$ cat src/rtl/pcie_rx_pkg.sv
// -----------------------------------------------------------------------------
// pcie_rx_pkg
//   Shared types and constants for the 128b/130b receive-side block sequencer:
//   block classification, ordered-set first-symbol codes, sync-header codes,
//   sequencer states and the PIPE width decode.
// -----------------------------------------------------------------------------
package pcie_rx_pkg;

    typedef enum logic [1:0] {
        BT_NONE = 2'd0,
        BT_DATA = 2'd1,
        BT_SKP  = 2'd2,
        BT_OS   = 2'd3
    } block_type_e;

    typedef enum logic [1:0] {
        ST_ALIGN = 2'd0,
        ST_BLOCK = 2'd1,
        ST_OFF   = 2'd2
    } seq_state_e;

    localparam int unsigned SYMS_PER_BLOCK_C = 16;

    localparam logic [7:0] EIEOS_SYM_C = 8'h00;
    localparam logic [7:0] SKP_SYM_C   = 8'hAA;
    localparam logic [7:0] EIOS_SYM_C  = 8'h66;

    localparam logic [1:0] SH_DATA = 2'b10;
    localparam logic [1:0] SH_OS   = 2'b01;

    // Symbols carried per beat for a PIPE width; 0 flags an unsupported width.
    function automatic logic [2:0] width_to_bytes(input logic [5:0] width);
        logic [2:0] nbytes;
        case (width)
            6'd8:    nbytes = 3'd1;
            6'd16:   nbytes = 3'd2;
            6'd32:   nbytes = 3'd4;
            default: nbytes = 3'd0;
        endcase
        return nbytes;
    endfunction

endpackage

$ cat src/rtl/block_counter.sv
// -----------------------------------------------------------------------------
// block_counter
//   Symbol position within the current 128b/130b block.
//   Ports:
//     clk_i        lane clock
//     rst_ni       synchronous active-low reset
//     clear_i      force the count back to the start of a block
//     step_i       a beat of the current block was consumed
//     bytes_i      symbols per beat (1/2/4)
//     boundary_o   the beat being consumed completes the block
//     mid_block_o  the count is inside a block (next beat is not a start)
// -----------------------------------------------------------------------------
module block_counter #(
    parameter int unsigned SYMS_PER_BLOCK = 16
) (
    input  logic       clk_i,
    input  logic       rst_ni,
    input  logic       clear_i,
    input  logic       step_i,
    input  logic [2:0] bytes_i,
    output logic       boundary_o,
    output logic       mid_block_o
);

    logic [4:0] sym_cnt_q;
    logic [4:0] sym_cnt_d;
    logic [5:0] sym_sum;

    // One extra bit so 15 + 4 cannot alias back into range.
    assign sym_sum     = {1'b0, sym_cnt_q} + {3'b000, bytes_i};
    assign boundary_o  = (sym_sum == 6'(SYMS_PER_BLOCK));
    assign mid_block_o = (sym_cnt_q != 5'd0);

    always_comb begin
        sym_cnt_d = sym_cnt_q;
        if (clear_i) begin
            sym_cnt_d = 5'd0;
        end else if (step_i) begin
            sym_cnt_d = boundary_o ? 5'd0 : sym_sum[4:0];
        end
    end

    always_ff @(posedge clk_i) begin
        if (!rst_ni) begin
            sym_cnt_q <= 5'd0;
        end else begin
            sym_cnt_q <= sym_cnt_d;
        end
    end

endmodule

$ cat src/rtl/descrambler_seq.sv
// -----------------------------------------------------------------------------
// descrambler_seq
//   Per-lane 128b/130b block sequencer between the PIPE receive interface and
//   the descrambler. Tracks block framing, classifies each block from its sync
//   header and first symbol, and drives the descrambler's LFSR reseed, per-byte
//   advance and bypass controls.
//   Ports:
//     clk, reset (sync, active-low)
//     turnOff            scrambling disabled, forces bypass
//     PIPEWIDTH          8/16/32 bit beat width
//     PIPEDataValid      beat carries data
//     PIPEStartBlock     first beat of a block
//     PIPESyncHeader     10 = data, 01 = ordered set (start beats only)
//     PIPEData           received symbols, byte 0 earliest
//     patternReset       LFSR reseed request (registered)
//     advance            per-byte LFSR advance (combinational, same beat)
//     bypass             pass data through unmodified (combinational)
//     blockType          0 none, 1 data, 2 SKP, 3 other ordered set
//     blockErr           one-cycle framing error pulse (registered)
//     locked             block alignment held (registered)
//
//   state    | meaning
//   ---------+---------------------------------------------------------------
//   ST_ALIGN | hunting for a valid start beat; LFSR held in reseed
//   ST_BLOCK | aligned, counting symbols through each block
//   ST_OFF   | scrambling disabled; everything bypassed
// -----------------------------------------------------------------------------
module descrambler_seq
    import pcie_rx_pkg::*;
#(
    parameter int unsigned SYMS_PER_BLOCK = SYMS_PER_BLOCK_C,
    parameter logic [7:0]  EIEOS_SYM      = EIEOS_SYM_C,
    parameter logic [7:0]  SKP_SYM        = SKP_SYM_C,
    parameter logic [7:0]  EIOS_SYM       = EIOS_SYM_C
) (
    input  logic        clk,
    input  logic        reset,
    input  logic        turnOff,
    input  logic [5:0]  PIPEWIDTH,
    input  logic        PIPEDataValid,
    input  logic        PIPEStartBlock,
    input  logic [1:0]  PIPESyncHeader,
    input  logic [31:0] PIPEData,
    output logic        patternReset,
    output logic [3:0]  advance,
    output logic        bypass,
    output logic [1:0]  blockType,
    output logic        blockErr,
    output logic        locked
);

    seq_state_e  state_q;
    block_type_e blk_type_q;
    logic        eieos_q;
    logic [5:0]  width_q;
    logic        pattern_reset_q;
    logic        block_err_q;
    logic        locked_q;

    logic [2:0]  beat_bytes;
    logic [3:0]  lane_mask;
    logic [7:0]  sym0;
    logic        hdr_legal;
    logic        start_beat;
    block_type_e start_type;
    logic        start_eieos;
    block_type_e cur_type;

    logic        boundary;
    logic        mid_block;

    logic        in_align;
    logic        in_block;
    logic        align_accept;
    logic        align_hdr_err;
    logic        blk_err;
    logic        blk_start;
    logic        last_beat;
    logic        ctr_step;
    logic        ctr_clear;

    logic        unused_data;

    assign sym0        = PIPEData[7:0];
    assign unused_data = ^PIPEData[31:8];

    assign beat_bytes = width_to_bytes(PIPEWIDTH);
    assign hdr_legal  = (PIPESyncHeader == SH_DATA) || (PIPESyncHeader == SH_OS);
    assign start_beat = PIPEDataValid && PIPEStartBlock;

    always_comb begin
        lane_mask = 4'b0000;
        case (beat_bytes)
            3'd1:    lane_mask = 4'b0001;
            3'd2:    lane_mask = 4'b0011;
            3'd4:    lane_mask = 4'b1111;
            default: lane_mask = 4'b0000;
        endcase
    end

    // Classification of the block whose first beat is on the bus right now.
    always_comb begin
        start_type  = BT_NONE;
        start_eieos = 1'b0;
        if (PIPESyncHeader == SH_DATA) begin
            start_type = BT_DATA;
        end else if (PIPESyncHeader == SH_OS) begin
            start_eieos = (sym0 == EIEOS_SYM);
            if (sym0 == SKP_SYM) begin
                start_type = BT_SKP;
            end else if (sym0 == EIOS_SYM) begin
                // EIOS behaves like any other ordered set: LFSR steps, data bypassed.
                start_type = BT_OS;
            end else begin
                start_type = BT_OS;
            end
        end
    end

    block_counter #(
        .SYMS_PER_BLOCK(SYMS_PER_BLOCK)
    ) u_block_counter (
        .clk_i       (clk),
        .rst_ni      (reset),
        .clear_i     (ctr_clear),
        .step_i      (ctr_step),
        .bytes_i     (beat_bytes),
        .boundary_o  (boundary),
        .mid_block_o (mid_block)
    );

    // turnOff outranks every state, so both gates include it.
    assign in_align = (state_q == ST_ALIGN) && !turnOff;
    assign in_block = (state_q == ST_BLOCK) && !turnOff;

    assign align_accept  = in_align && start_beat && hdr_legal && (beat_bytes != 3'd0);
    assign align_hdr_err = in_align && start_beat && !hdr_legal;

    // Width is checked every cycle in BLOCK, not just on valid beats.
    assign blk_err = in_block && (
                         (PIPEWIDTH != width_q)
                      || (start_beat && mid_block)
                      || (PIPEDataValid && !PIPEStartBlock && !mid_block)
                      || (start_beat && !mid_block && !hdr_legal));

    assign blk_start = in_block && start_beat && !mid_block && !blk_err;
    assign last_beat = in_block && PIPEDataValid && boundary && !blk_err;

    // The start beat accepted in ALIGN already counts as the block's first beat.
    assign ctr_step  = align_accept || (in_block && PIPEDataValid && !blk_err);
    assign ctr_clear = blk_err || (!in_block && !align_accept);

    always_comb begin
        cur_type = BT_NONE;
        if (align_accept) begin
            cur_type = start_type;
        end else if (in_block) begin
            if (mid_block) begin
                cur_type = blk_type_q;
            end else if (start_beat && hdr_legal) begin
                cur_type = start_type;
            end
        end
    end

    always_comb begin
        advance = 4'b0000;
        if (in_block && PIPEDataValid && (cur_type == BT_DATA || cur_type == BT_OS)) begin
            advance = lane_mask;
        end
    end

    assign bypass    = !in_block || (cur_type == BT_SKP) || (cur_type == BT_OS);
    assign blockType = cur_type;

    always_ff @(posedge clk) begin
        if (!reset) begin
            state_q         <= ST_ALIGN;
            blk_type_q      <= BT_NONE;
            eieos_q         <= 1'b0;
            width_q         <= 6'd0;
            pattern_reset_q <= 1'b1;
            block_err_q     <= 1'b0;
            locked_q        <= 1'b0;
        end else begin
            block_err_q     <= 1'b0;
            pattern_reset_q <= 1'b0;
            if (turnOff) begin
                state_q  <= ST_OFF;
                locked_q <= 1'b0;
            end else begin
                case (state_q)
                    ST_ALIGN: begin
                        if (align_accept) begin
                            state_q    <= ST_BLOCK;
                            locked_q   <= 1'b1;
                            blk_type_q <= start_type;
                            eieos_q    <= start_eieos;
                            width_q    <= PIPEWIDTH;
                        end else begin
                            pattern_reset_q <= 1'b1;
                            locked_q        <= 1'b0;
                            block_err_q     <= align_hdr_err;
                        end
                    end
                    ST_BLOCK: begin
                        if (blk_err) begin
                            // Any pending EIEOS reseed is dropped; ALIGN reseeds anyway.
                            state_q         <= ST_ALIGN;
                            locked_q        <= 1'b0;
                            block_err_q     <= 1'b1;
                            pattern_reset_q <= 1'b1;
                        end else begin
                            if (blk_start) begin
                                blk_type_q <= start_type;
                                eieos_q    <= start_eieos;
                            end
                            if (last_beat && eieos_q) begin
                                pattern_reset_q <= 1'b1;
                            end
                        end
                    end
                    ST_OFF: begin
                        state_q         <= ST_ALIGN;
                        locked_q        <= 1'b0;
                        pattern_reset_q <= 1'b1;
                    end
                    default: begin
                        state_q         <= ST_ALIGN;
                        locked_q        <= 1'b0;
                        pattern_reset_q <= 1'b1;
                    end
                endcase
            end
        end
    end

    // Reseed is also requested combinationally while reset is held low.
    assign patternReset = pattern_reset_q || !reset;
    assign blockErr     = block_err_q;
    assign locked       = locked_q;

endmodule

$ cat config.mk
export PLATFORM = sky130hd
export DESIGN_NAME = descrambler_seq
export DESIGN_NICKNAME = d
export VERILOG_FILES = /design/src/rtl/pcie_rx_pkg.sv /design/src/rtl/block_counter.sv /design/src/rtl/descrambler_seq.sv
export SDC_FILE = /design/constraint.sdc
export NUM_CORES = 1
export LEC_CHECK = 0
export ABC_AREA = 1
export CAP_MARGIN = 0
export CORE_UTILIZATION = 39
export CTS_BUF_LIST = sky130_fd_sc_hd__clkbuf_4 sky130_fd_sc_hd__clkbuf_8 sky130_fd_sc_hd__clkbuf_16
export DETAILED_ROUTE_END_ITERATION = 10
export PLACE_DENSITY = 0.81
export SYNTH_ARGS = -nofsm -noshare
export SYNTH_HDL_FRONTEND = slang
export SYNTH_SLANG_ARGS = --single-unit
$ cat constraint.sdc
create_clock -name clk -period 2 [get_ports clk]
set_clock_uncertainty 0.15 [all_clocks]
set_input_delay 0.2 -clock clk [delete_from_list [all_inputs] [get_ports clk]]
set_output_delay 0.2 -clock clk [all_outputs]
set_load 0.01 [all_outputs]
=== Yosys cells after proc, flatten, opt, wreduce, memory -nomap -nowiden ===
Cells that the tools add are included.

* Reduce and logical (&&, ||, !) cells: 53
* Add/subtract/negate cells: 1
* Bitwise gates (word level): 2
* Equal/unequal tests: 21
* Muxes and demuxes: 36

{| class="wikitable"
|+ Operators with widths
! cell !! count
|-
| 1-bit logical AND || 24
|-
| 2-bit two-way mux || 12
|-
| 1-bit two-way mux || 14
|-
| 6-bit by 5-bit == test with 1-bit output (second input constant) || 2
|-
| 4-bit case mux with 3 select lines || 1
|-
| 1-bit logical OR || 10
|-
| 3-bit case mux with 3 select lines || 1
|-
| 8-bit == test (second input constant) || 1
|-
| 1-bit logical NOT || 8
|-
| 8-bit logical NOT || 1
|-
| 2-bit inequality test (second input constant) || 4
|-
| 1-bit case mux with 2 select lines || 4
|-
| 2-bit case mux with 2 select lines || 2
|-
| 5-bit by 3-bit adder with 6-bit output || 1
|-
| 2-bit by 1-bit == test with 1-bit output (second input constant) || 3
|-
| 2-bit == test (second input constant) || 3
|-
| 6-bit by 4-bit == test with 1-bit output (second input constant) || 1
|-
| 6-bit == test (second input constant) || 1
|-
| 3-bit inequality test (second input constant) || 2
|-
| 6-bit inequality test || 1
|-
| 5-bit two-way mux || 1
|-
| 5-bit AND reduction || 1
|-
| 5-bit nonzero test || 1
|-
| 4-bit two-way mux || 1
|-
| 10 further kinds || 13
|}

* Bits of input ports: 45
* Flip-flop bits (word level): 19
* Output and inout port bits: 10
* Logic and storage cells: 122

=== Longest topological paths before layout ===
Gate-level depths: netlist of run 1.

* Depth after elaboration: 13
* Mapped depth: 12
* Mapped depth without buffers: 12

=== By module ===
A second synthesis of run 1 with hierarchy kept.

* Cells, all modules: 209
* Area total of the unflattened synthesis: 1387.6 um2

{| class="wikitable"
|+ By module, submodules not included
! module !! cells an instance !! instances !! sequential area each (um2) !! area each (um2)
|-
| descrambler_seq || 149 || 1 || 280.3 || 988.4
|-
| block_counter || 60 || 1 || 100.1 || 399.1
|}

=== Worst setup path after synthesis of run 1 ===
No wires, ideal clock.

* Path type: input to register
* Start point: input port PIPEWIDTH[1]
* End point: register u_block_counter.sym_cnt_q[4]
* Buffers on the path: 0
* Data required time: 1.786 ns
* Arrival: 1.782 ns
* Library setup time: 0.064 ns
* Stages: 11
* Slack: 0.004 ns
* Cells stage by stage: nor2_2 > nand4_1 > inv_1 > ha_1 > inv_1 > fa_1 > o21ai_0 > xor2_1 > a21boi_0 > a21oi_1 > nor2_1

* Longest elaborated chain between the ends: 8
* Elaborated cells between the ends (all ways): 21
* Those cells by class: add/sub (1); eq/ne (5); mux (2); reduce/logical (13)

{| class="wikitable"
|+ Ends and longest elaborated chain
! what !! line !! text
|-
| start, declared || descrambler_seq.sv:39 || <nowiki>input logic [5:0] PIPEWIDTH,</nowiki>
|-
| parallel branches: the longest is 8 deep, another holds 5-bit by 3-bit adder with 6-bit output || -- ||
|-
| end signal, assigned || block_counter.sv:47 || <nowiki>sym_cnt_q <= sym_cnt_d;</nowiki>
|-
| end, declared || block_counter.sv:25 || <nowiki>logic [4:0] sym_cnt_q;</nowiki>
|}

Parallel ways; which one is timed is not known.
A chain may end at the register's enable or synchronous reset.

=== Worst setup path after layout of run 1 ===
* Start point: register u_block_counter.sym_cnt_q[0]
* End point: register pattern_reset_q

* Longest elaborated chain between the ends: 13
* Elaborated cells between the ends (all ways): 20
* Those cells by class: add/sub (1); eq/ne (1); mux (4); reduce/logical (14)

{| class="wikitable"
|+ Ends and longest elaborated chain
! what !! line !! text
|-
| parallel branches: the longest is 10 deep, another holds 5-bit by 3-bit adder with 6-bit output || -- ||
|-
| 1-bit two-way mux (*) || descrambler_seq.sv:207 || <nowiki>if (blk_err) begin</nowiki>
|-
| 1-bit case mux with 2 select lines (*) || descrambler_seq.sv:192 || <nowiki>case (state_q)</nowiki>
|-
| 1-bit two-way mux (*) || descrambler_seq.sv:188 || <nowiki>if (turnOff) begin</nowiki>
|-
| end signal, assigned || descrambler_seq.sv:187 || <nowiki>pattern_reset_q <= 1'b0;</nowiki>
|-
| end signal, assigned || descrambler_seq.sv:212 || <nowiki>pattern_reset_q <= 1'b1;</nowiki>
|-
| end signal, assigned || descrambler_seq.sv:219 || <nowiki>pattern_reset_q <= 1'b1;</nowiki>
|-
| end, declared || descrambler_seq.sv:56 || <nowiki>logic pattern_reset_q;</nowiki>
|}

Every way passes the cells marked *.

==> results of run 1 <==
worst max-delay path, stage by stage, from the launching register on:
cell      delay, ns
dfxtp_2        0.39
ha_2           0.20
inv_2          0.04
fa_2           0.57
o211ai_1       0.10
nor2_2         0.14
nand4_1        0.12
nand3_1        0.11
nand3_1        0.07
nand2_1        0.05
Yosys cell counts:
cell	number	share of area (%)
nand3b_1	1	0.53
nor4_1	2	0.89
inv_2	3	0.80
o21ai_0	5	1.8
xnor2_1	1	0.62
xor2_1	2	1.2
a21boi_0	1	0.53
or2_2	1	0.44
nand3_1	12	4.3
a32oi_1	1	0.62
o22ai_1	1	0.44
nand3_4	1	1.2
nand2_1	48	13
nor2_2	3	1.3
ha_1	6	5.3
a21boi_1	1	0.53
nor2_4	4	3.2
buf_2	1	0.35
o211ai_1	2	1.1
o21ai_1	1	0.35
dfxtp_1	19	27
nor3_1	4	1.4
buf_4	1	0.53
buf_6	2	1.6
nand3_2	1	0.71
nor2_1	29	7.7
nor2_8	1	1.4
a21oi_1	7	2.5
nand4_1	7	3.1
nand2_2	7	3.1
nand4_2	1	0.89
fa_1	1	1.4
inv_1	37	9.8
o21a_1	1	0.53
state kept, by name, indices dropped and copies added (netlist names):
name / count
eieos_q: 1
pattern_reset_q: 1
blk_type_q: 2
blockErr: 1
width_q: 6
state_q: 2
locked: 1
u_block_counter.sym_cnt_q: 5
final timing paths:
kind                                startpoint              end  depth (start not counted)
hold / removal                     PIPEData[6]          eieos_q                          6
setup / recovery  u_block_counter.sym_cnt_q[0]  pattern_reset_q                          9
hold reg to reg                     width_q[1]       width_q[1]                          2
setup reg to reg  u_block_counter.sym_cnt_q[0]  pattern_reset_q                          9
cell families (layout without fill, tap and decap cells):
logic type / Yosys count / after routing / synth area share [%]
xor gates and xnor gates: 3 / 3 / 1.862
and+or+nand+nor: 122 / 122 / 43.00
AOI/OAI and AO/OA: 20 / 20 / 8.333
adders and majority gates: 7 / 7 / 6.738
buffers and inverters: 44 / 118 / 13.12
DFF: 19 / 19 / 26.95
final cells by class:
| cell class | count | area share (%) |
|---|---|---|
| clock buffers | 3 | 1.053 |
| flip-flops and latches | 19 | 18.13 |
| repair buffers | 74 | 27.66 |
| well taps | 46 | 2.690 |
| inverters | 40 | 7.018 |
| multi-input cells | 152 | 43.10 |
| clock inverters | 1 | 0.3509 |
metrics by stage:
| stage | setup WS [ns] | instances | TNS (ns) |
|---|---|---|---|
| final | 0.02350 | 335 | 0 |
| after global placement | -0.5674 | 326 | -6.242 |
| after global routing | -0.08305 | 335 | -0.3690 |
| after CTS | -0.002927 | 333 | -0.002927 |
| after floorplan | 0.004418 | 215 | 0 |
| after detailed placement | -0.6704 | 326 | -7.095 |
power by group through the flow:
stage / Sequential, mW / Combinational, mW / Clock [mW]
after floorplan: 0.390 / 0.0513 / 0
after global placement: 0.391 / 0.147 / 0
after detailed placement: 0.391 / 0.149 / 0
after CTS: 0.382 / 0.150 / 0.210
after global routing: 0.383 / 0.172 / 0.238
final: 0.383 / 0.157 / 0.204
routing by layer:
metal / vias to the layer above / wire length, um / global-route usage [%]
li1: 825 / - / -
met1: 701 / 1580 / 23.12
met2: 40 / 1863 / 34.75
met3: 4 / 123 / 2.390
met4: 0 / 59 / 7.849
met5: - / 0 / 0
repair_timing:
item,CTS,global route
setup endpoints to repair,11,9
setup buffers,3,3
pin swaps,16,23
gates resized for setup,56,28
==> flow_summary.yaml, run 1 <==
outcome:
  status: "completed"
pwr:
  combPwrFrac_pct: 21.1
  clock_power_share_pct: 27.5
  p_sw_share_pct: 27.02
  seq_power_share_pct: 51.5
  p_leak_nw: 1.118
  finalPower_mw: 0.7433
  p_int_mw: 0.5425
  ir_drop_mv: 0.2042
  p_per_area_nw_per_um2: 347.4
  switching_power_mw: 0.2009
finish:
  drive_gt1_share_pct: 37.02
  seqCellArea_um2: 387.9
  stdcell_area_um2: 2140
  antenna_cells: 0
  layout_common_cells: "nand2_1, buf_4, inv_1"
  final_nets: 342
  layout-area-overhead-vs-synth_pct: 51.60
  nFillCells: 317
  utilization_pct: 63.12
  multi_input_comb_area_um2: 922.1
die:
  start_util_pct: 41.64
  die_area_um2: 3863
  rows: 21
  coreArea_um2: 3390
  ios: 55
  die_w_um: 62.16
  fp.dieH_um: 62.16
min_path:
  hold_path.class: "in2reg"
synth:
  synth.cell_area_um2: 1411
  postSynthCellCount: 215
  ys_types: 34
  yosysWarningCount: 0
  ys_ff_latch: 19
  synth.yosys.seq_area_share_pct: 26.95
  syn-mean-instance-area_um2: 6.564
  syn_nets: 267
worst_setup_path:
  worstPathArrival_ns: 2.09
  cp_max_fo: 3
  cp-end-kind: "flop"
  r2r_slack_ns: 0.02
  critPathLaunchType: "flop"
  worstSetupPathType: "reg2reg"
  cp_data_required_time_ns: 2.11
sta:
  min_period_ns: 1.977
  setup-violations-final: 0
  hold_violations: 0
  whs_ns: 0.1204
  max_slew_margin_pct: 81.23
  fmax_ghz: 0.5059
  worstMarginPinSlew_ns: 0.2795
  maxSlewViolCount: 0
  finalCritPeriodShare_pct: 98.83
  rsz0062_at_grt: "yes"
drt:
  drt_iter0_drc: 29
  drt_first_pass_iters: 4
  vias: 1570
  wl_per_cell_um: 10.82
  wl_um: 3626
  post_drt_via_cell_ratio: 4.687
  post-route-drc-count: 0
  drtAntennaViolNets: 0
global_routing:
  overflow: 0
  grt_use_total_pct: 19.35
  antenna_found_initial: 0
  grt_pass1_vias: 1479
  grt_max_degree: 16
  grt_pass1_wl_um: 6044
clock_network:
  cts_made_buffers: 3
  ctsHoldBuffers: 0
  clk_pin_slew_ns: 0.12
  cts_tree: "built"
  insertion_delay_ns: 0.31
  clock-sinks: 19
  ctsLongestPathBuffers: 2
  htree_levels: 1
  cts-root-buf: "clkbuf_4"
placement:
  portBuffers: 30
  gp_congestion: 0.8215
  placed_area_um2: 2027
  place_hpwl_um: 2742
run:
  maxCapViolCount: 0
No activity file was read; power rests on OpenSTA's default activity.
==> run 2: changes to the inputs <==
- PLACE_DENSITY: 0.81 -> 0.73
==> run 2 against run 1 <==
Effect of this change: the flow now finishes with violations (setup timing); register-to-register slack gained 0.06 ns; non-clock buffer count grew 12; worst setup slack got worse by 0.057 ns; critical path depth increased by 1; routed wire length rose by 8.5%; first-iteration DRC count up 72%; largest cell class unchanged.
==> flow_summary.yaml, run 2 (same netlist as run 1, synthesis figures left out) <==
finish:
  utilization_pct: 67.07
  layout-area-overhead-vs-synth_pct: 61.08
  layout_common_cells: "buf_4, nand2_1, inv_1"
  final_nets: 354
  final_common_cell: "buf_4"
  regMostFlops: "width_q"
  antenna_cells: 0
  top_regs: "width_q: 6 flops, u_block_counter.sym_cnt_q: 5 flops"
  largest_reg_flops: 6
  nFillCells: 282
  drive_gt1_share_pct: 40.53
clock_network:
  clk_pin_slew_ns: 0.11
  htree_levels: 1
  cts_tree: "built"
  clock-sinks: 19
  ctsHoldBuffers: 0
  ctsLongestPathBuffers: 2
  cts-root-buf: "clkbuf_4"
  cts_made_buffers: 3
  insertion_delay_ns: 0.31
die:
  start_util_pct: 41.64
  rows: 21
  die_w_um: 62.16
  die_area_um2: 3863
  coreArea_um2: 3390
  fp.dieH_um: 62.16
  ios: 55
sta:
  maxSlewViolCount: 0
  finalCritPeriodShare_pct: 101.7
  max_slew_margin_pct: 83.33
  fmax_ghz: 0.4917
  setup-violations-final: 6
  rsz0062_at_grt: "yes"
  hold_violations: 0
  worstMarginPinSlew_ns: 0.2477
  setup_slack_ns: -0.03380
  min_period_ns: 2.034
pwr:
  p_leak_nw: 1.161
  ir_drop_mv: 0.1914
  p_int_mw: 0.5563
  p_per_area_nw_per_um2: 336.9
  seq_power_share_pct: 49.7
  clock_power_share_pct: 26.7
  finalPower_mw: 0.7658
  p_sw_share_pct: 27.36
  combPwrFrac_pct: 23.5
  switching_power_mw: 0.2096
global_routing:
  use_met2_pct: 38.46
  top_usage_layer: "met2"
  grt_pass1_wl_um: 6658
  grtUsageMet1_pct: 25.00
  grt_max_degree: 16
  antenna_found_initial: 0
  gr-usage-met3_pct: 2.757
  grt_use_total_pct: 21.31
  overflow: 0
  grt_pass1_vias: 1578
drt:
  wl_per_cell_um: 11.34
  post_drt_via_cell_ratio: 4.599
  drt_first_pass_iters: 4
  post-route-drc-count: 0
  drtAntennaViolNets: 0
  wl_um: 3934
  drt_iter0_drc: 50
  vias: 1596
worst_setup_path:
  worstPathArrival_ns: 1.68
  cp_max_fo: 3
  critPathLaunchType: "flop"
  worstSetupPathType: "reg2out"
  cp_data_required_time_ns: 1.65
  cp-end-kind: "primary output"
min_path:
  hold_path.class: "in2reg"
outcome:
  violations: "setup timing"
  status: "finished, violations left"
run:
  maxCapViolCount: 0
placement:
  place_hpwl_um: 2749
  portBuffers: 30
  gp_congestion: 0.8969
run 2: changes by cell type in the layout (fill, tap and decap cells not counted), sizes merged:
cell	delta
clkdlybuf4s50	-1
dlygate4sd2	+5
dlymetal6s2s	-5
clkbuf	+3
buf	+11
clkdlybuf4s15	-1
run 2: worst max-delay path, stage by stage (launching register included):
cell     delay [ns]
dfxtp_4        0.39
nor2_4         0.14
nand3_4        0.09
nor2_4         0.14
nand3_2        0.08
nand2_1        0.08
nand2_1        0.06
nand2_2        0.11
nand2_4        0.08
nor2_4         0.11
buf_6          0.11
run 2: path summary, 6_finish.rpt:
check / endpoint / depth (start not counted) / startpoint / slack, ns
max reg2reg: pattern_reset_q / 9 / u_block_counter.sym_cnt_q[0] / 0.08
min reg2reg: width_q[2] / 2 / width_q[2] / 0.32
min: eieos_q / 6 / PIPEData[3] / 0.12
max: advance[2] / 10 / u_block_counter.sym_cnt_q[0] / -0.03
run 2: through the flow:
step / setup WS (ns) / hold slack (ns) / cells / setup TNS [ns] / area [um2]
2_1_floorplan: 0.004418 / 0.1293 / 215 / 0 / 1411
3_3_place_gp: -0.5867 / 0.2985 / 329 / -6.328 / 2049
3_5_place_dp: -0.6370 / 0.3025 / 329 / -6.689 / 2049
4_1_cts: 0.005196 / 0.2121 / 342 / 0 / 2193
5_1_grt: -0.1236 / 0.1443 / 347 / -0.6843 / 2273
6_report: -0.03380 / 0.1184 / 347 / -0.09169 / 2273
run 2: repair_timing:
item,4_1_cts,5_1_grt
buffers inserted,9,5
endpoints found under the setup margin,11,11
gates resized for setup,66,31
pin swaps,21,21
run 2: area by class of cell:
cell class	count	area, um2	area share [%]
clock buffer	3	22.52	0.9906
inverter	40	150.1	6.604
clock inverter	1	7.507	0.3302
timing repair buffer	86	673.1	29.61
multi-input combinational	152	974.7	42.87
sequential	19	387.9	17.06
tap	46	57.56	2.532
run 2: power groups by stage:
| stage | logic (mW) | registers [mW] | clock network, mW |
|---|---|---|---|
| 6_report | 0.180 | 0.381 | 0.205 |
| 5_1_grt | 0.197 | 0.381 | 0.227 |
| 4_1_cts | 0.165 | 0.382 | 0.209 |
| 3_5_place_dp | 0.151 | 0.391 | 0 |
| 3_3_place_gp | 0.150 | 0.391 | 0 |
| 2_1_floorplan | 0.0513 | 0.390 | 0 |
run 2: layer usage:
metal,vias to the layer above,share of wire [%],wire (um)
li1,846,-,-
met1,701,44,1728
met2,42,51,1994
met3,7,3.8,151
met4,0,1.5,60
met5,-,0,0
==> run 3: changes to the inputs <==
- CTS_CLUSTER_SIZE: default -> 40
- SETUP_SLACK_MARGIN: default -> 0.4
==> run 3 against run 2 <==
Effect of this change: the run still ends with setup timing left; cell area is 3.8% higher; global-route usage grew 2.1 points; core utilization rose by 2.5 points; non-clock buffer count rose by 3; largest power group unchanged; clock-buffer cell count is the same; fmax rose by 0.59%; highest routed layer unchanged.
==> flow_summary.yaml, run 3 (same netlist as run 1, synthesis figures left out) <==
global_routing:
  grt_pass1_wl_um: 6982
  overflow: 0
  grt_max_degree: 16
  grt_pass1_vias: 1591
  antenna_found_initial: 0
  grt_use_total_pct: 23.38
worst_setup_path:
  timing.rr.start: "u_block_counter.sym_cnt_q[0]"
  r2r_slack_ns: 0.04
  worstSetupPathType: "reg2out"
  cp_data_required_time_ns: 1.65
  worstPathArrival_ns: 1.67
  cp_max_fo: 3
  r2r-end: "pattern_reset_q"
  endpoint: "advance[2]"
  critPathLaunchType: "flop"
  ff2ff_path_depth: 9
  cp-startpoint: "state_q[0]"
  cp-end-kind: "primary output"
clock_network:
  htree_levels: 1
  insertion_delay_ns: 0.33
  ctsLongestPathBuffers: 2
  cts_made_buffers: 3
  cts_tree: "built"
  ctsHoldBuffers: 0
  clock-sinks: 19
  clk_pin_slew_ns: 0.12
  cts-root-buf: "clkbuf_4"
pwr:
  ir_drop_mv: 0.1853
  p_per_area_nw_per_um2: 333.3
  p_leak_nw: 1.173
sta:
  worstMarginPinSlew_ns: 0.3019
  finalCritPeriodShare_pct: 101.1
  max_slew_margin_pct: 79.73
  setup_slack_ns: -0.02178
  hold_violations: 0
  fmax_ghz: 0.4946
  rsz0062_at_grt: "yes"
  min_period_ns: 2.022
  setup-violations-final: 2
  maxSlewViolCount: 0
finish:
  top_regs: "width_q: 6 flops, u_block_counter.sym_cnt_q: 5 flops"
  finalNonFillerCells: 350
  largest_reg_flops: 6
  layout-area-overhead-vs-synth_pct: 67.20
  multi_input_comb_area_um2: 994.7
  seqCellArea_um2: 390.4
  stdcell_area_um2: 2360
  final_common_cell: "buf_4"
  layout_common_cells: "buf_4, nand2_1, inv_1"
  final_nets: 357
  nFillCells: 288
  drive_gt1_share_pct: 44.74
  regMostFlops: "width_q"
  antenna_cells: 0
drt:
  wl_per_cell_um: 12.79
  drt_first_pass_iters: 4
  drtAntennaViolNets: 0
  drt_iter0_drc: 38
  vias: 1689
  wl_um: 4477
  post_drt_via_cell_ratio: 4.826
  post-route-drc-count: 0
placement:
  placed_cells: 331
  gp_congestion: 0.8617
  place_hpwl_um: 2913
  placed_area_um2: 2110
  portBuffers: 30
run:
  maxCapViolCount: 0
min_path:
  min_path_cells: 4
  hold_path.class: "in2reg"
outcome:
  violations: "setup timing"
  status: "finished, violations left"
die:
  coreArea_um2: 3390
  ios: 55
  die_w_um: 62.16
  start_util_pct: 41.64
  die_area_um2: 3863
  fp.dieH_um: 62.16
  rows: 21
[run 3: cell count changes in the layout (fill, tap and decap cells not counted), sizes merged, moves of 2 or more]
cell / before / now
dlygate4sd2: 10 / 8
dlymetal6s2s: 2 / 0
clkbuf: 9 / 5
clkdlybuf4s50: 5 / 8
buf: 62 / 69
[run 3: worst min-delay path by stage]
| stage | start | slack (ns) | to |
|---|---|---|---|
| after floorplan | turnOff | 0.13 | blockErr |
| after global placement | width_q[0] | 0.30 | width_q[0] |
| after detailed placement | width_q[1] | 0.30 | width_q[1] |
| after CTS | PIPEData[2] | 0.21 | eieos_q |
| after global routing | PIPEWIDTH[3] | 0.18 | width_q[3] |
| final | PIPEWIDTH[3] | 0.18 | width_q[3] |
[run 3: area by class of cell]
class	count	share of cell area (%)
tap	46	2.439
clock inverter	1	0.2121
clock buffer	3	0.9544
inverter	40	6.575
sequential	19	16.54
multi-input combinational	152	42.15
timing repair buffer	89	31.12
[run 3: per-stage QoR]
step	power, mW	utilization, %	TNS [ns]	worst slack [ns]	hold WS (ns)
3_3_place_gp	0.5459	62.24	-6.395	-0.5361	0.2973
6_report	0.7864	69.62	-0.04070	-0.02178	0.1756
2_1_floorplan	0.4432	-	0	0.1273	0.1293
4_1_cts	0.7672	68.00	0	0.03073	0.2118
3_5_place_dp	0.5483	62.24	-6.666	-0.5747	0.3034
5_1_grt	0.8122	69.62	-0.7311	-0.1174	0.1757
[run 3: layer usage]
metal	part of all wire [%]	global-route usage, %	up-vias
met3	4.5	2.574	13
li1	-	-	850
met1	39	25.70	764
met2	53	43.82	62
met5	0	0	-
met4	3.3	11.92	0
[run 3: worst max-delay path, stage by stage, from the launching register on]
cell and delay (ns):
dfxtp_2 0.35, nor2_2 0.12, nand3_2 0.12, nor2_2 0.14, nand2_2 0.10, inv_2 0.07
nand2_1 0.05, nand2_2 0.09, nand2_4 0.07, nor2_4 0.11, buf_6 0.11
[run 3: repair_timing]
action | CTS | global route
resized for setup | 87 | 19
endpoints found under the setup margin | 23 | 22
cloned | 0 | 0
pin swaps | 32 | 14
buffers inserted | 13 | 2
[run 3: where the power goes]
group	internal [mW]	switching, mW
Combinational	0.0990	0.0821
Clock	0.0753	0.148
Sequential	0.380	0.00167
Total	0.554	0.232
==> RTL change, RTL diff (settings of run 1) <==
Reset style: asynchronous (`reset` and `rst_ni`), changed in 2 clocked blocks. Comments in the files are not updated.
--- a/src/rtl/block_counter.sv
+++ b/src/rtl/block_counter.sv
@@ -42,3 +42,3 @@
 
-    always_ff @(posedge clk_i) begin
+    always_ff @(posedge clk_i or negedge rst_ni) begin
         if (!rst_ni) begin
--- a/src/rtl/descrambler_seq.sv
+++ b/src/rtl/descrambler_seq.sv
@@ -175,3 +175,3 @@
 
-    always_ff @(posedge clk) begin
+    always_ff @(posedge clk or negedge reset) begin
         if (!reset) begin
Check against the original RTL: differs if reset is asserted again (counterexample within 4 cycles, from zero or initial values and one cycle with reset low); with reset held inactive, the same outputs for 10 cycles.
==> RTL change against run 1 <==
  * The flow now finishes with violations (setup timing)
  * Critical path type is now input pin to flop
  * Highest routed layer unchanged
  * Sequential cell count did not move
  * Final area rose by 12%
  * Worst setup slack got worse by 130 ps
  * Routed wire length rose by 13%
  * Largest power group unchanged
  * Total power rose by 21%
  * Synthesized area rose by 9.3%
  * Sequential share of layout area rose by 1.8 points
==> RTL change: results (changes against run 1) <==
[logic_synthesis]
synthTopCellsByArea=dfrtp_1 29%, nand2_1 12%, inv_1 7.5%  ; was dfxtp_1 27%, nand2_1 13%, inv_1 9.8%
synth_commonest_cells=51 x nand2_1, 31 x inv_1, 19 x nor2_1, 18 x dfrtp_1, 14 x nand3_1  ; was 48 x nand2_1, 37 x inv_1, 29 x nor2_1, 19 x dfxtp_1, 12 x nand3_1
yosys_most_used_dff=dfrtp_1  ; was dfxtp_1
synth-seq-area-share_pct=30.90  ; was 26.95%
netlist_instances=208  ; was 215

[grt]
met1_usage_pct=25.98  ; was 23.12%
grt.met3_usage_pct=2.465  ; was 2.390%
grt_max_degree=20  ; was 16
first_global_vias=1571  ; was 1479
grt_pass1_wl_mm=6.727  ; was 6.044 mm

[status]
violations=setup timing
status=finished with violations  ; was finished clean

[pwr]
p_seq_share_pct=44.8  ; was 51.5%
combinationalPower_uw=203  ; was 157 uW

[placed_design]
gp_congestion=0.9023  ; was 0.8215
hpwl_mm=3.110  ; was 2.742 mm
post-place-ws_ps=-728.7  ; was -670.4 ps

[cells_and_area]
layout-drive-gt1-share_pct=43.06  ; was 37.02%
final_cell_count_no_fill=336  ; was 335

[critical_path]
reg2reg_depth=10  ; was 9
r2r_start=u_block_counter.sym_cnt_q[0]$_DFFE_PN0P_  ; was u_block_counter.sym_cnt_q[0]$_SDFFE_PP0P_
r2r-end=u_block_counter.sym_cnt_q[4]$_DFFE_PN0P_  ; was pattern_reset_q$_SDFF_PN1_

[sta]
setup_violations=9  ; was 0
setup_ws_ps=-108.3  ; was 23.50 ps
worst_slew_pin_slew_ps=271.2  ; was 279.5 ps

[clocking]
clk_latency_ps=260  ; was 310 ps

[drt]
wl_mm=4.099  ; was 3.626 mm
wl_met2_mm=2.058  ; was 1.863 mm
drt_iter0_drc=76  ; was 29
wl_met1_mm=1.762  ; was 1.580 mm

[hold_path]
worstHoldPathType=input pin to async pin  ; was input pin to flop

==> RTL change: final cells by class <==
class	instances	share of cell area (%)
multi-input combinational	146	42.95
timing repair buffer	78	25.93
sequential	19	19.96
inverter	41	6.600
tap	48	2.514
clock buffer	4	2.043
==> RTL change: how the worst max path moves through the flow <==
stage / to / from / slack [ps]
final: u_block_counter.sym_cnt_q[4]$_DFFE_PN0P_ / PIPEWIDTH[2] / -110
after global routing: pattern_reset_q$_DFF_PN1_ / PIPEWIDTH[2] / -200
after CTS: pattern_reset_q$_DFF_PN1_ / u_block_counter.sym_cnt_q[0]$_DFFE_PN0P_ / -110
after detailed placement: u_block_counter.sym_cnt_q[4]$_DFFE_PN0P_ / PIPEWIDTH[1] / -730
after global placement: advance[3] / PIPESyncHeader[0] / -640
after floorplan: u_block_counter.sym_cnt_q[4]$_DFFE_PN0P_ / PIPEWIDTH[1] / 20
==> RTL change: timing repair <==
action	CTS	global route
pin swaps	17	7
setup buffers	6	0
resized for setup	74	7
setup endpoints to repair	11	13
